==> src/rtl/freq_gate_ctrl.sv <==
// freq_gate_ctrl: gate generator, edge counter and x1/x10 auto-ranging
// sequencer for the frequency meter.
//
// state  | meaning
// -------+------------------------------------------------------------
// IDLE   | parked (hold=1); edge counter cleared, gate timer preloaded
// GATE   | counting window, GATE_CYCLES clocks, edges counted
// EVAL   | one cycle: choose range, publish result or discard count
// SETTLE | SETTLE_CYCLES clocks after a range change, counter held at 0
module freq_gate_ctrl #(
  parameter int GATE_CYCLES   = 50_000_000,
  parameter int SETTLE_CYCLES = 16,
  parameter int CNT_W         = 16,
  parameter int HIGH_LIMIT    = 9999,
  parameter int LOW_LIMIT     = 900
) (
  input  logic             clk,
  input  logic             rst_n,
  input  logic             meas_sig,
  input  logic             auto_en,
  input  logic             manual_range,
  input  logic             hold,
  output logic             range,
  output logic [CNT_W-1:0] result,
  output logic             result_range,
  output logic             overflow,
  output logic             valid
);

  // The single down-counter serves both the gate window and the settle wait.
  localparam int TMR_MAX = (GATE_CYCLES > SETTLE_CYCLES) ? GATE_CYCLES : SETTLE_CYCLES;
  localparam int TMR_W   = $clog2(TMR_MAX) + 1;
  localparam logic [TMR_W-1:0] GATE_LOAD   = TMR_W'(GATE_CYCLES - 1);
  localparam logic [TMR_W-1:0] SETTLE_LOAD = TMR_W'(SETTLE_CYCLES - 1);

  // Limits may exceed the counter range (small CNT_W), so compare wide.
  localparam int CMP_W = CNT_W + 32;
  localparam logic [CMP_W-1:0] HIGH_CMP = CMP_W'(HIGH_LIMIT);
  localparam logic [CMP_W-1:0] LOW_CMP  = CMP_W'(LOW_LIMIT);
  localparam logic [CNT_W-1:0] CNT_MAX  = '1;

  typedef enum logic [1:0] {
    IDLE   = 2'd0,
    GATE   = 2'd1,
    EVAL   = 2'd2,
    SETTLE = 2'd3
  } state_t;

  state_t state, state_nxt;

  logic             meas_s1, meas_s2, meas_s3;
  logic             meas_edge;
  logic [CNT_W-1:0] cnt;
  logic [TMR_W-1:0] tmr;
  logic             tmr_done;
  logic             cnt_gt_high, cnt_lt_low, cnt_sat;
  logic             target;
  logic             cnt_clr, cnt_inc;
  logic             tmr_load_gate, tmr_load_settle;
  logic             accept, range_chg;

  assign meas_edge   = meas_s2 & ~meas_s3;
  assign tmr_done    = (tmr == '0);
  assign cnt_gt_high = CMP_W'(cnt) > HIGH_CMP;
  assign cnt_lt_low  = CMP_W'(cnt) < LOW_CMP;
  assign cnt_sat     = (cnt == CNT_MAX);

  // Two-flop synchroniser for the asynchronous divider output plus a delay flop for edge detect.
  always_ff @(posedge clk or negedge rst_n) begin
    if (!rst_n) begin
      meas_s1 <= 1'b0;
      meas_s2 <= 1'b0;
      meas_s3 <= 1'b0;
    end else begin
      meas_s1 <= meas_sig;
      meas_s2 <= meas_s1;
      meas_s3 <= meas_s2;
    end
  end

  // Sequencer state register.
  always_ff @(posedge clk or negedge rst_n) begin
    if (!rst_n) begin
      state <= IDLE;
    end else begin
      state <= state_nxt;
    end
  end

  // Next-state, range target and datapath controls.
  always_comb begin
    state_nxt       = state;
    cnt_clr         = 1'b0;
    cnt_inc         = 1'b0;
    tmr_load_gate   = 1'b0;
    tmr_load_settle = 1'b0;
    accept          = 1'b0;
    range_chg       = 1'b0;

    // Hysteresis: the step-up and step-down thresholds only apply from the opposite range.
    target = range;
    if (!auto_en) begin
      target = manual_range;
    end else if (!range && cnt_gt_high) begin
      target = 1'b1;
    end else if (range && cnt_lt_low) begin
      target = 1'b0;
    end

    case (state)
      IDLE: begin
        cnt_clr       = 1'b1;
        tmr_load_gate = 1'b1;
        if (!hold) begin
          state_nxt = GATE;
        end
      end
      GATE: begin
        cnt_inc = meas_edge;
        if (tmr_done) begin
          state_nxt = EVAL;
        end
      end
      EVAL: begin
        cnt_clr = 1'b1;
        if (target != range) begin
          range_chg       = 1'b1;
          tmr_load_settle = 1'b1;
          state_nxt       = SETTLE;
        end else begin
          accept        = 1'b1;
          tmr_load_gate = 1'b1;
          state_nxt     = hold ? IDLE : GATE;
        end
      end
      SETTLE: begin
        cnt_clr = 1'b1;
        if (tmr_done) begin
          tmr_load_gate = 1'b1;
          state_nxt     = GATE;
        end
      end
      default: begin
        state_nxt = IDLE;
      end
    endcase
  end

  // Gate/settle down-counter; terminal count 0 marks the last cycle of the phase.
  always_ff @(posedge clk or negedge rst_n) begin
    if (!rst_n) begin
      tmr <= '0;
    end else if (tmr_load_gate) begin
      tmr <= GATE_LOAD;
    end else if (tmr_load_settle) begin
      tmr <= SETTLE_LOAD;
    end else if (!tmr_done) begin
      tmr <= tmr - 1'b1;
    end
  end

  // Saturating edge counter; an edge on the last gate cycle is still counted.
  always_ff @(posedge clk or negedge rst_n) begin
    if (!rst_n) begin
      cnt <= '0;
    end else if (cnt_clr) begin
      cnt <= '0;
    end else if (cnt_inc && !cnt_sat) begin
      cnt <= cnt + 1'b1;
    end
  end

  // Divider range drive; only moved from EVAL.
  always_ff @(posedge clk or negedge rst_n) begin
    if (!rst_n) begin
      range <= 1'b0;
    end else if (range_chg) begin
      range <= target;
    end
  end

  // Published result, held between accepted windows, with a one-cycle valid strobe.
  always_ff @(posedge clk or negedge rst_n) begin
    if (!rst_n) begin
      result       <= '0;
      result_range <= 1'b0;
      overflow     <= 1'b0;
      valid        <= 1'b0;
    end else begin
      valid <= accept;
      if (accept) begin
        result       <= cnt;
        result_range <= range;
        overflow     <= cnt_sat | (range & cnt_gt_high);
      end
    end
  end

endmodule

==> config.mk <==
export PLATFORM = sky130hd
export DESIGN_NAME = freq_gate_ctrl
export DESIGN_NICKNAME = d
export VERILOG_FILES = /design/src/rtl/freq_gate_ctrl.sv
export SDC_FILE = /design/constraint.sdc
export NUM_CORES = 1
export LEC_CHECK = 0
export CAP_MARGIN = 20
export CORE_MARGIN = 2
export CORE_UTILIZATION = 45
export DETAILED_ROUTE_END_ITERATION = 8
export GPL_ROUTABILITY_DRIVEN = 1
export GPL_TIMING_DRIVEN = 0
export PLACE_DENSITY = 0.67
export SLEW_MARGIN = 20
export SYNTH_ARGS = -nofsm -noshare
export SYNTH_HDL_FRONTEND = slang
export SYNTH_SLANG_ARGS = --single-unit
==> constraint.sdc <==
create_clock -name clk -period 2 [get_ports clk]
set_input_delay 0.4 -clock clk [delete_from_list [all_inputs] [get_ports clk]]
set_output_delay 0.4 -clock clk [all_outputs]
set_load 0.03 [all_outputs]
# --- Word level (Yosys, flattened, before mapping) ---
# Index checks and enable logic that the tools add are counted.
totals:
  ff_bits: 68
  latchBits: 0
  out_inout_bits: 20
  romBits: 0
  input_bits: 6
  ram_bits: 0
  memories: 0
op_classes:
  reduce_logical: 10
  n_mul: 0
  n_bitwise: 4
  shifts: 0
  eq_ne: 9
  n_lt_le_gt_ge: 2
  n_mux: 22
  n_addsub: 2
  div_mod_pow: 0
op_table:
  columns: ["cell", "n"]
  rows:
  - ["$mux W27", 3]
  - ["$mux W16", 2]
  - ["$logic_not A27 Y1", 1]
  - ["$sub A27 B1 Y27 const B", 1]
  - ["$add A16 B1 Y16 const B", 1]
  - ["$eq A16 B16 Y1 const B", 1]
  - ["$gt A16 B14 Y1 const B", 1]
  - ["$lt A16 B10 Y1 const B", 1]
  - ["$mux W1", 11]
  - ["$mux W2", 4]
  - ["$pmux W2 S4", 1]
  - ["$ne A2 B2 Y1 const B", 3]
  - ["$eq A2 B2 Y1 const B", 2]
  - ["$logic_and A1 B1 Y1", 3]
  - ["$ne A3 B1 Y1 const B", 1]
  - ["$pmux W1 S3", 1]
  - ["$reduce_and A3 Y1", 1]
  - ["$reduce_or A3 Y1", 1]
  - ["$and A1 B1 Y1", 2]
  - ["$eq A2 B1 Y1 const B", 1]
  - ["$logic_not A1 Y1", 2]
  - ["$logic_not A2 Y1", 1]
  - ["$reduce_bool A2 Y1", 1]
  - ["$ne A1 B1 Y1", 1]
  - ["2 further kinds", 2]

# --- Longest topological paths before layout ---
depth:
  depth_word: 10
  ltp_mapped: 8
  depth_no_buf: 7

# --- Worst setup path after synthesis ---
# No wires, ideal clock.
synth_timing:
  path_type: "flip-flop to flip-flop"
  start: "register cnt[7]"
  end: "register result[0]"
  stages_incl_launch_ff: 8
  arrival_time_ps: 2012
  path_buffers: 2
  slack_ps: -136
  cell_sequence: "dfrtp_1 -> clkbuf_1 -> nor4_1 -> o211ai_1 -> and3_1 -> nor4_2 -> buf_2 -> mux2_2"
synth_via:
  elab_chain_len: 8
  word_cells_on_any_way: 10
synth_lines:
  columns: ["item", "line", "source"]
  rows:
  - ["start, declared", "53", "logic [CNT_W-1:0] cnt;"]
  - ["start signal, assigned", "169", "cnt <= cnt + 1'b1;"]
  - ["$lt A16 B10 Y1", "65", "assign cnt_lt_low = CMP_W'(cnt) < LOW_CMP;"]
  - ["$logic_and A1 B1 Y1", "106", "end else if (range && cnt_lt_low) begin"]
  - ["$mux W1", "106", null]
  - ["$mux W1 *", "104", "end else if (!range && cnt_gt_high) begin"]
  - ["$mux W1 *", "102", "if (!auto_en) begin"]
  - ["$ne A1 B1 Y1 *", "126", "if (target != range) begin"]
  - ["$mux W1 *", "126", null]
  - ["$mux W1 *", "110", "case (state)"]
  - ["end signal, assigned", "192", "result <= cnt;"]
  - ["end, declared", "24", "output logic [CNT_W-1:0] result,"]
# Mark *: on every way between the ends. The rest lies on a longest branch, timed or not.
# A chain may end at the register's enable or synchronous reset.

# --- Worst setup path in the final report ---
layout_timing:
  start: "register cnt[15]"
  end: "register result[7]"
# The elaborated chain is that of the path after synthesis.

==> flow_summary.toml <==
[worst_setup_path]
worst-path-max-fanout = 7
crit_required_ns = 2.24
arrival_ns = 2.39
critPathLaunchType = "register"
crit_type = "register to register"
cp-end-kind = "register"

[global_route]
grt_max_degree = 47
antenna_found_initial = 0
use_met1 = 0.285
grt_pass1_vias = 2677
top_usage_layer = "met2"
use_met2 = 0.290
grt_usage = 0.197
use_met3 = 0.0293
grt_overflow = 0
grt_pass1_wl_mm = 12.9

[routing]
drtAntennaViolNets = 0
routed_wl_mm = 7.83
drt-vias-per-instance = 5.43
first_pass_iters = 4
drc = 0
routedWlPerCell_um = 15.6
via_count = 2725
drt_iter0_drc = 118

[hold_path]
hold_path.class = "register to register"

[timing]
rsz0062_at_grt = "true"
fmax_ghz = 0.465
post-route-period-util = 1.08
skew_ns = 0.0154
tightestPinTransition_ns = 0.455
fin_hold_ws_ns = 0.356
min_period_ns = 2.15
timing.final.setup_violations = 40
hold_viol_final = 0
final.setup.worst_slack_ns = -0.150
relSlewSlack = 0.697
maxSlewViolCount = 0

[synth]
syn-num-nets = 335
synth_seq_cells = 68
yosys.area_share.simple = 0.204
synth_area_per_cell_sq_um = 10.3
seq_area_frac_synth = 0.511
synth_top_cell_by_area = "dfrtp_1"
synth_xor_xnor_area_share = 0.103
synth_top_family_by_area = "simple AND/OR/NAND/NOR gates"
yosysMostFrequentCell = "dfrtp_1"
synth_ff_type = "dfrtp_1"
synthAdderAreaFrac = 0.0263
synth_edf_count = 0
synth_commonest_cells = "68 x dfrtp_1, 41 x nor2_1, 28 x xnor2_1, 18 x o21ai_0, 17 x nand2_1"
ys_top_cells_by_area = "dfrtp_1 51%, xnor2_1 7.4%, mux2_2 5.4%, nor2_1 4.6%, xor2_1 2.9%"
ys_warn_count = 0
syn_inst = 322
synth_cell_type_count = 43
synth_top_area_share = 0.511
synthMuxAreaShare = 0.0571
async_flop_share = 1.00
synth-compound-area-share = 0.0736
syn_area_sq_um = 3330

[clocking]
clk_path_buf_depth = 2
clk_pin_slew_ns = 0.07
numCtsBuffers = 9
cts_root_buf = "clkbuf_8"
clk_latency_ns = 0.35
numClockSinks = 68
tritoncts = "yes"
ctsHtreeMaxLevel = 3

[run_status]
outcome = "finished, violations left"
violations = "setup timing"

[die]
rows = 31
io_pins = 26
die-area_sq_um = 8110
core_sq_um = 7210
die_w_um = 90.0
floorplan.initialDensity = 0.462
die_h_um = 90.0

[placed_design]
port_buffers = 25
dpl_cell_area_sq_um = 3770
hpwl_mm = 4.54
gp_congestion = 0.802
place_ws_ns = -0.741

[final_layout]
fin_area_sq_um = 4690
fillCellCount = 539
nNetsFinal = 411
area_growth_pct = 40.8
drive_gt1_frac = 0.370
antenna_cells = 0

[power]
cellPowerDensity_nw_per_um2 = 962
p_switching_w = 0.00158
peakVddDrop_mv = 0.470
p_leak_nw = 1.85
p_int_w = 0.00293
p_seq_frac = 0.402
p_sw_frac = 0.350
pwr-share-clk = 0.254
p_comb_frac = 0.344

[job]
cap_violations = 0
power by group through the flow:
stage	clock, W	sequential, W	combinational [W]
CTS	0.00117	0.00180	0.00138
finish	0.00114	0.00181	0.00155
global route	0.00124	0.00184	0.00170
floorplan	0	0.00186	0.000707
global placement	0	0.00180	0.00106
detailed placement	0	0.00181	0.00110
sequential cells by signal (all words and copies together) (netlist names):
signal,flops
tmr,27
result,16
range,1
state,2
meas_s1,1
meas_s3,1
valid,1
overflow,1
cnt,16
meas_s2,1
result_range,1
repair_timing:
| item | in CTS | in global routing |
|---|---|---|
| hold endpoints to repair | 22 | 0 |
| setup buffers | 27 | 13 |
| endpoints found under the setup margin | 62 | 58 |
| hold buffers | 1 | 0 |
| cloned | 3 | 1 |
| pin swaps | 13 | 10 |
| resized for setup | 58 | 49 |
layout make-up:
class                      count  area (sq um)  share of cell area
buffer                         6          60.1              0.0128
clock buffer                  10           138              0.0294
clock inverter                 6          63.8              0.0136
inverter                       8          30.0             0.00641
multi-input combinational    234          1900               0.405
sequential                    68          1720               0.366
tap                           99           124              0.0264
timing repair buffer          71           657               0.140
final timing paths:
path,start,end,slack (ns),depth (start not counted)
hold / removal,meas_s1,meas_s2,0.36,0
hold reg to reg,meas_s1,meas_s2,0.36,0
min in group asynchronous,rst_n,result[8],0.49,2
setup reg to reg,cnt[15],result[7],-0.15,7
setup / recovery,cnt[15],result[7],-0.15,7
max in group asynchronous,rst_n,state[1],0.96,3
per-layer routing:
metal / part of all wire / up-vias / wire length, um
li1: - / 1285 / -
met1: 0.50 / 1377 / 3900
met2: 0.45 / 47 / 3510
met3: 0.030 / 16 / 235
met4: 0.023 / 0 / 179
met5: 0 / - / 0
logic make-up (layout without fill, tap and decap cells):
group                      count (synthesis)  count (layout)
muxes                                     17              17
DFF                                       68              68
AOI/OAI and AO/OA                         40              40
buffers and inverters                     20             101
and+or+nand+nor                          131             131
xor gates and xnor gates                  39              39
adders and majority gates                  7               7
placed cells by master, fill, tap and decap left out, types with 11 or more instances in the layout:
cell type / netlist / routed
mux2_4: 0 / 16
clkdlybuf4s50_1: 0 / 24
nand2_1: 17 / 16
clkbuf_8: 0 / 12
buf_4: 1 / 38
o21ai_0: 18 / 14
nor3_1: 16 / 14
nor2_2: 0 / 11
dfrtp_2: 0 / 13
dfrtp_1: 68 / 55
xnor2_1: 28 / 28
nor2_1: 41 / 30
xor2_1: 11 / 11
critical path, stage by stage (launching register included):
cell and delay (ns):
dfrtp_1 0.50, nor2_1 0.25, o211ai_1 0.18, and3_4 0.23
nor4_4 0.23, buf_4 0.21, buf_8 0.14, mux2_4 0.30
metrics by stage:
step,TNS [ns],total power [W],std cells,utilization
final,-3.95,0.00451,502,0.650
after global routing,-7.25,0.00478,502,0.650
after CTS,-2.11,0.00434,491,0.614
after detailed placement,-23.21,0.00291,447,0.523
after global placement,-138.94,0.00286,446,0.519
after floorplan,-0.218,0.00257,322,-
(Power assumes the default switching activity.)
==> variant 1, RTL diff (same settings) <==
Remove the register `valid`: a continuous assignment takes its place, so the output `valid` follows one clock earlier. Comments in the files are not updated.
--- a/src/rtl/freq_gate_ctrl.sv
+++ b/src/rtl/freq_gate_ctrl.sv
@@ -185,9 +185,7 @@
       result       <= '0;
       result_range <= 1'b0;
       overflow     <= 1'b0;
-      valid        <= 1'b0;
     end else begin
-      valid <= accept;
       if (accept) begin
         result       <= cnt;
         result_range <= range;
@@ -196,5 +194,7 @@
     end
   end
 
+  assign valid = accept;
+
 endmodule
 
Behaviour: same outputs for any inputs over 10 cycles, from zero or initial values and one cycle with rst_n low; that may be too few to reach the edited logic, so the function may still have changed.
==> variant 1 against the unedited design <==
  * The flow still finishes with violations (negative setup slack)
  * Critical path depth is the same
  * Die area shrank 0.71%
  * Cell area shrank 0.21%
  * Maximum frequency shrank 7.4%
  * Synthesized area shrank 0.75%
  * Routed wire length grew 1.8%
  * Sequential cell count shrank 1
  * Power grew 1.7%
  * Setup slack lost 0.17 ns
  * First-iteration DRC count grew 18%
  * Synthesized cell count shrank 0.31%
  * Largest cell class unchanged
==> variant 1: results (changes against the unedited design) <==
status: "finished, violations left"
violations: "negative setup slack"
drive_above_1_share_pct: 33.2  # -3.7 points
instances_no_fill: 493  # -1.8%
r2r-start: "tmr[22]$_DFFE_PN0P_"
drt_iter0_markers: 139  # +18%
synthTopCellsByArea: "dfrtp_1 51%, xnor2_1 7.4%, mux2_2 5.5%, nor2_1 4.7%, xor2_1 2.9%"
drt_wl_total_mm: 7.97  # +1.8%
crit_arrival_ns: 1.92  # -0.47 ns
placed_cells: 446  # -0.22%
setup_viol: 46  # +15%
fin_skew_ns: 0.00916  # -0.00622 ns
dp_hpwl_mm: 4.64  # +2.2%
grt_use_total_pct: 19.8  # +0.090 points
layout_setup_ws_ns: -0.322  # -0.171 ns
grt_max_degree: 41  # -13%
critPathLaunch: "cnt[6]$_DFFE_PN0P_"
gp_congestion: 0.810  # +1.0%
leakagePower_nw: 1.85  # +0.11%
synth_seq_area_share_pct: 50.7  # -0.37 points
critPathKind: "reg -> out"
first_global_vias: 2624  # -2.0%
layout.nets: 402  # -2.2%
slew-limit-headroom_pct: 68.1  # -1.5 points
synthTopCellsByCount: "67 x dfrtp_1, 41 x nor2_1, 28 x xnor2_1, 18 x o21ai_0, 17 x nand2_1"
cp_max_fo: 3  # -4
first_pass_iters: 6  # +2
viasPerCell: 5.43  # +0.11%
syn-num-nets: 334  # -0.30%
post-route-period-util_pct: 116  # +8.6 points
peakVddDrop_uv: 510  # +8.4%
grt_first_pass_wirelength_mm: 12.9  # +0.37%
==> variant 1: cell families (layout without fill, tap and decap cells) <==
logic type | count (synthesis) | after routing | share of synthesized area, %
AO/OA/AOI/OAI | 40 | 40 | 7.42
XOR/XNOR | 39 | 39 | 10.3
flip-flops | 67 | 67 | 50.7
buffers and inverters | 20 | 93 | 2.54
AND/OR/NAND/NOR | 131 | 131 | 20.6
multiplexers | 17 | 17 | 5.75
adder cells (fa/ha/maj) | 7 | 7 | 2.65
==> variant 1: worst paths after layout <==
kind / to / slack, ns / cells past startpoint
max: valid / -0.32 / 7
min: meas_s2$_DFF_PN0_ / 0.35 / 0
max reg2reg: tmr[2]$_DFFE_PN0P_ / -0.17 / 7
min reg2reg: meas_s2$_DFF_PN0_ / 0.35 / 0
max in group asynchronous: state[0]$_DFFE_PN0P_ / 0.94 / 3
min in group asynchronous: result[5]$_DFFE_PN0P_ / 0.52 / 2
==> variant 1: report_power, final <==
part | total (mW) | switching, mW | leakage (nW) | internal, mW
clock network | 1.25 | 0.517 | 0.111 | 0.737
logic | 1.53 | 0.807 | 0.920 | 0.727
registers | 1.80 | 0.241 | 0.824 | 1.56
==> variant 1: per-stage QoR <==
stage	setup TNS, ns	hold WS, ns	cell area [um2]	setup WS [ns]	total power, mW
3_5_place_dp	-25.34	0.341	3750	-1.00	2.88
2_1_floorplan	-0.0524	0.104	3350	-0.0524	2.53
4_1_cts	-10.03	0.357	4420	-0.379	4.39
3_3_place_gp	-136.58	0.340	3730	-1.70	2.84
5_1_grt	-8.65	0.380	4680	-0.390	4.83
6_report	-4.72	0.354	4680	-0.322	4.59
==> variant 1: layer usage <==
| layer | vias up | share of wire [%] | global-route usage, % | wire length [um] |
|---|---|---|---|---|
| met2 | 69 | 46 | 30.1 | 3690 |
| met1 | 1327 | 48 | 28.4 | 3790 |
| met5 | - | 0 | 0 | 0 |
| met3 | 14 | 4.0 | 3.94 | 316 |
| met4 | 0 | 2.1 | 7.18 | 170 |
| li1 | 1269 | - | - | - |
==> variant 1: critical path: stages, from the launching register on <==
cell	delay [ns]
dfrtp_1	0.41
buf_4	0.16
nor3_2	0.23
a21oi_4	0.10
nor3b_4	0.30
nor4_4	0.09
buf_6	0.14
buf_6	0.13
==> variant 1: area by class of cell <==
type	count	area share, %
buffer	9	2.09
inverter	8	0.642
clock inverter	4	1.58
tap	99	2.65
multi-input combinational	234	41.2
clock buffer	12	3.10
sequential	67	36.1
timing repair buffer	60	12.7
==> variant 1: repair_timing <==
| item | 4_1_cts | 5_1_grt |
|---|---|---|
| endpoints found under the hold margin | 27 | 0 |
| cloned | 2 | 1 |
| gates resized for setup | 62 | 63 |
| hold buffers | 1 | 0 |
| setup endpoints to repair | 62 | 62 |
| pin swaps | 7 | 9 |
| setup buffers | 23 | 14 |
==> variant 2, RTL diff (same settings) <==
Made on the original files. `SETTLE_CYCLES`: 16 -> 8.
--- a/src/rtl/freq_gate_ctrl.sv
+++ b/src/rtl/freq_gate_ctrl.sv
@@ -9,7 +9,7 @@
 // SETTLE | SETTLE_CYCLES clocks after a range change, counter held at 0
 module freq_gate_ctrl #(
   parameter int GATE_CYCLES   = 50_000_000,
-  parameter int SETTLE_CYCLES = 16,
+  parameter int SETTLE_CYCLES = 8,
   parameter int CNT_W         = 16,
   parameter int HIGH_LIMIT    = 9999,
   parameter int LOW_LIMIT     = 900
Behaviour: no difference found for any inputs over 10 cycles, from zero or initial values and one cycle with rst_n low; that may be too few to reach the edited logic, so the function may still have changed.
==> variant 2 against the unedited design <==
  * The run still ends with negative setup slack left
  * Maximum frequency increased by 6.4%
  * Synthesized cell count increased by 7.5%
  * Cell count increased by 5.6%
  * Synthesized area grew 8.5%
  * Cell area increased by 5.1%
  * Setup slack improved by 0.13 ns
  * Sequential cell count stayed put
  * Critical path depth fell by 1
  * Routed wire length is 14% higher
  * Critical path type unchanged
Power is not compared: it rests on default switching activity, and its combinational part moved more than twofold at a synthesized area within 25%.
==> variant 2: results (changes against the unedited design) <==
status: "finished, violations left"
violations: "negative setup slack"
met2WireLength_mm: 4.38  # +25%
placed_cells: 474  # +6.0%
setup_viol: 7  # -83%
fin_skew_ns: 0.0164  # +0.00100 ns
wl_met3_um: 332  # +41%
avgSynthCellArea_um2: 10.4  # +0.93%
drive_above_1_share_pct: 33.2  # -3.8 points
syn-num-nets: 359  # +7.2%
synthTopCellsByCount: "68 x dfrtp_1, 24 x nor2_1, 21 x nor3_1, 21 x o211ai_1, 17 x nand2_1"
cts_buffer_depth: 2  # unchanged
grt_use_total_pct: 20.8  # +1.1 points
dp_hpwl_mm: 5.44  # +20%
vias: 3047  # +12%
layout.nets: 436  # +6.1%
grt.met1_usage_pct: 29.5  # +1.0 points
synth_seq_area_share_pct: 47.1  # -4.0 points
met3_usage_pct: 2.90  # -0.033 points
drt_iter0_markers: 180  # +53%
fin_setup_tns_ns: -0.0805  # +3.87 ns
synthTopCellsByArea: "dfrtp_1 47%, o211ai_1 4.4%, xor2_1 3.6%, xnor2_1 3.4%, nor3_1 2.9%"
slowest_stage: "dfrtp_2"
grt_first_pass_wirelength_mm: 14.4  # +12%
use_met2_pct: 32.2  # +3.2 points
tightest_slew_ns: 0.487  # +0.0328 ns
pre_cts_ws_ns: -0.655  # +0.0861 ns
met1Wirelength_mm: 4.08  # +4.5%
layout_setup_ws_ns: -0.0219  # +0.128 ns
n_fill_cell: 617  # +14%
cts_resized: 51  # -12%
post_cts_buffers: 25  # -7.4%
grt_max_degree: 54  # +15%
gp_congestion: 0.825  # +3.0%
wl_per_cell_um: 16.8  # +8.0%
grt_antenna_before_repair: 0  # unchanged
ys_types: 53  # +23%
[variant 2: power breakdown]
part | switching, mW | total [mW] | internal, mW
registers | 0.0988 | 1.55 | 1.45
clock network | 0.551 | 1.32 | 0.772
logic | 0.156 | 0.322 | 0.166
total | 0.806 | 3.19 | 2.39
[variant 2: area by class of cell]
class,count,area (um2),share of cell area [%]
multi-input combinational,261,2140,43.4
sequential,68,1720,35.0
timing repair buffer,67,598,12.1
clock buffer,11,151,3.07
tap,102,128,2.59
clock inverter,5,83.8,1.70
buffer,9,80.1,1.62
inverter,7,26.3,0.533
[variant 2: final timing paths]
path | from | to | slack, ns | cells after the start
min in group asynchronous | rst_n | range$_DFFE_PN0P_ | 0.45 | 2
max in group asynchronous | rst_n | tmr[19]$_DFFE_PN0P_ | 0.99 | 3
worst max-delay path | cnt[7]$_DFFE_PN0P_ | tmr[19]$_DFFE_PN0P_ | -0.02 | 6
worst max register to register | cnt[7]$_DFFE_PN0P_ | tmr[19]$_DFFE_PN0P_ | -0.02 | 6
worst min-delay path | meas_s1$_DFF_PN0_ | meas_s2$_DFF_PN0_ | 0.36 | 0
worst min register to register | meas_s1$_DFF_PN0_ | meas_s2$_DFF_PN0_ | 0.36 | 0
[variant 2: kinds of logic (layout without fill, tap and decap cells)]
kind of cell,Yosys count,after routing,synth area share (%)
DFF,68,68,47.1
adders and majority gates,7,7,2.42
muxes,19,19,5.85
and+or+nand+nor,137,137,22.7
xor gates and xnor gates,29,29,7.03
buffers and inverters,17,99,2.18
AOI/OAI and AO/OA,69,69,12.7
[variant 2: metrics by stage]
stage,instance area [um2],hold slack [ns]
4_1_cts,4650,0.363
6_report,4930,0.357
5_1_grt,4930,0.374
3_3_place_gp,4000,0.333
2_1_floorplan,3620,0.104
3_5_place_dp,4020,0.286
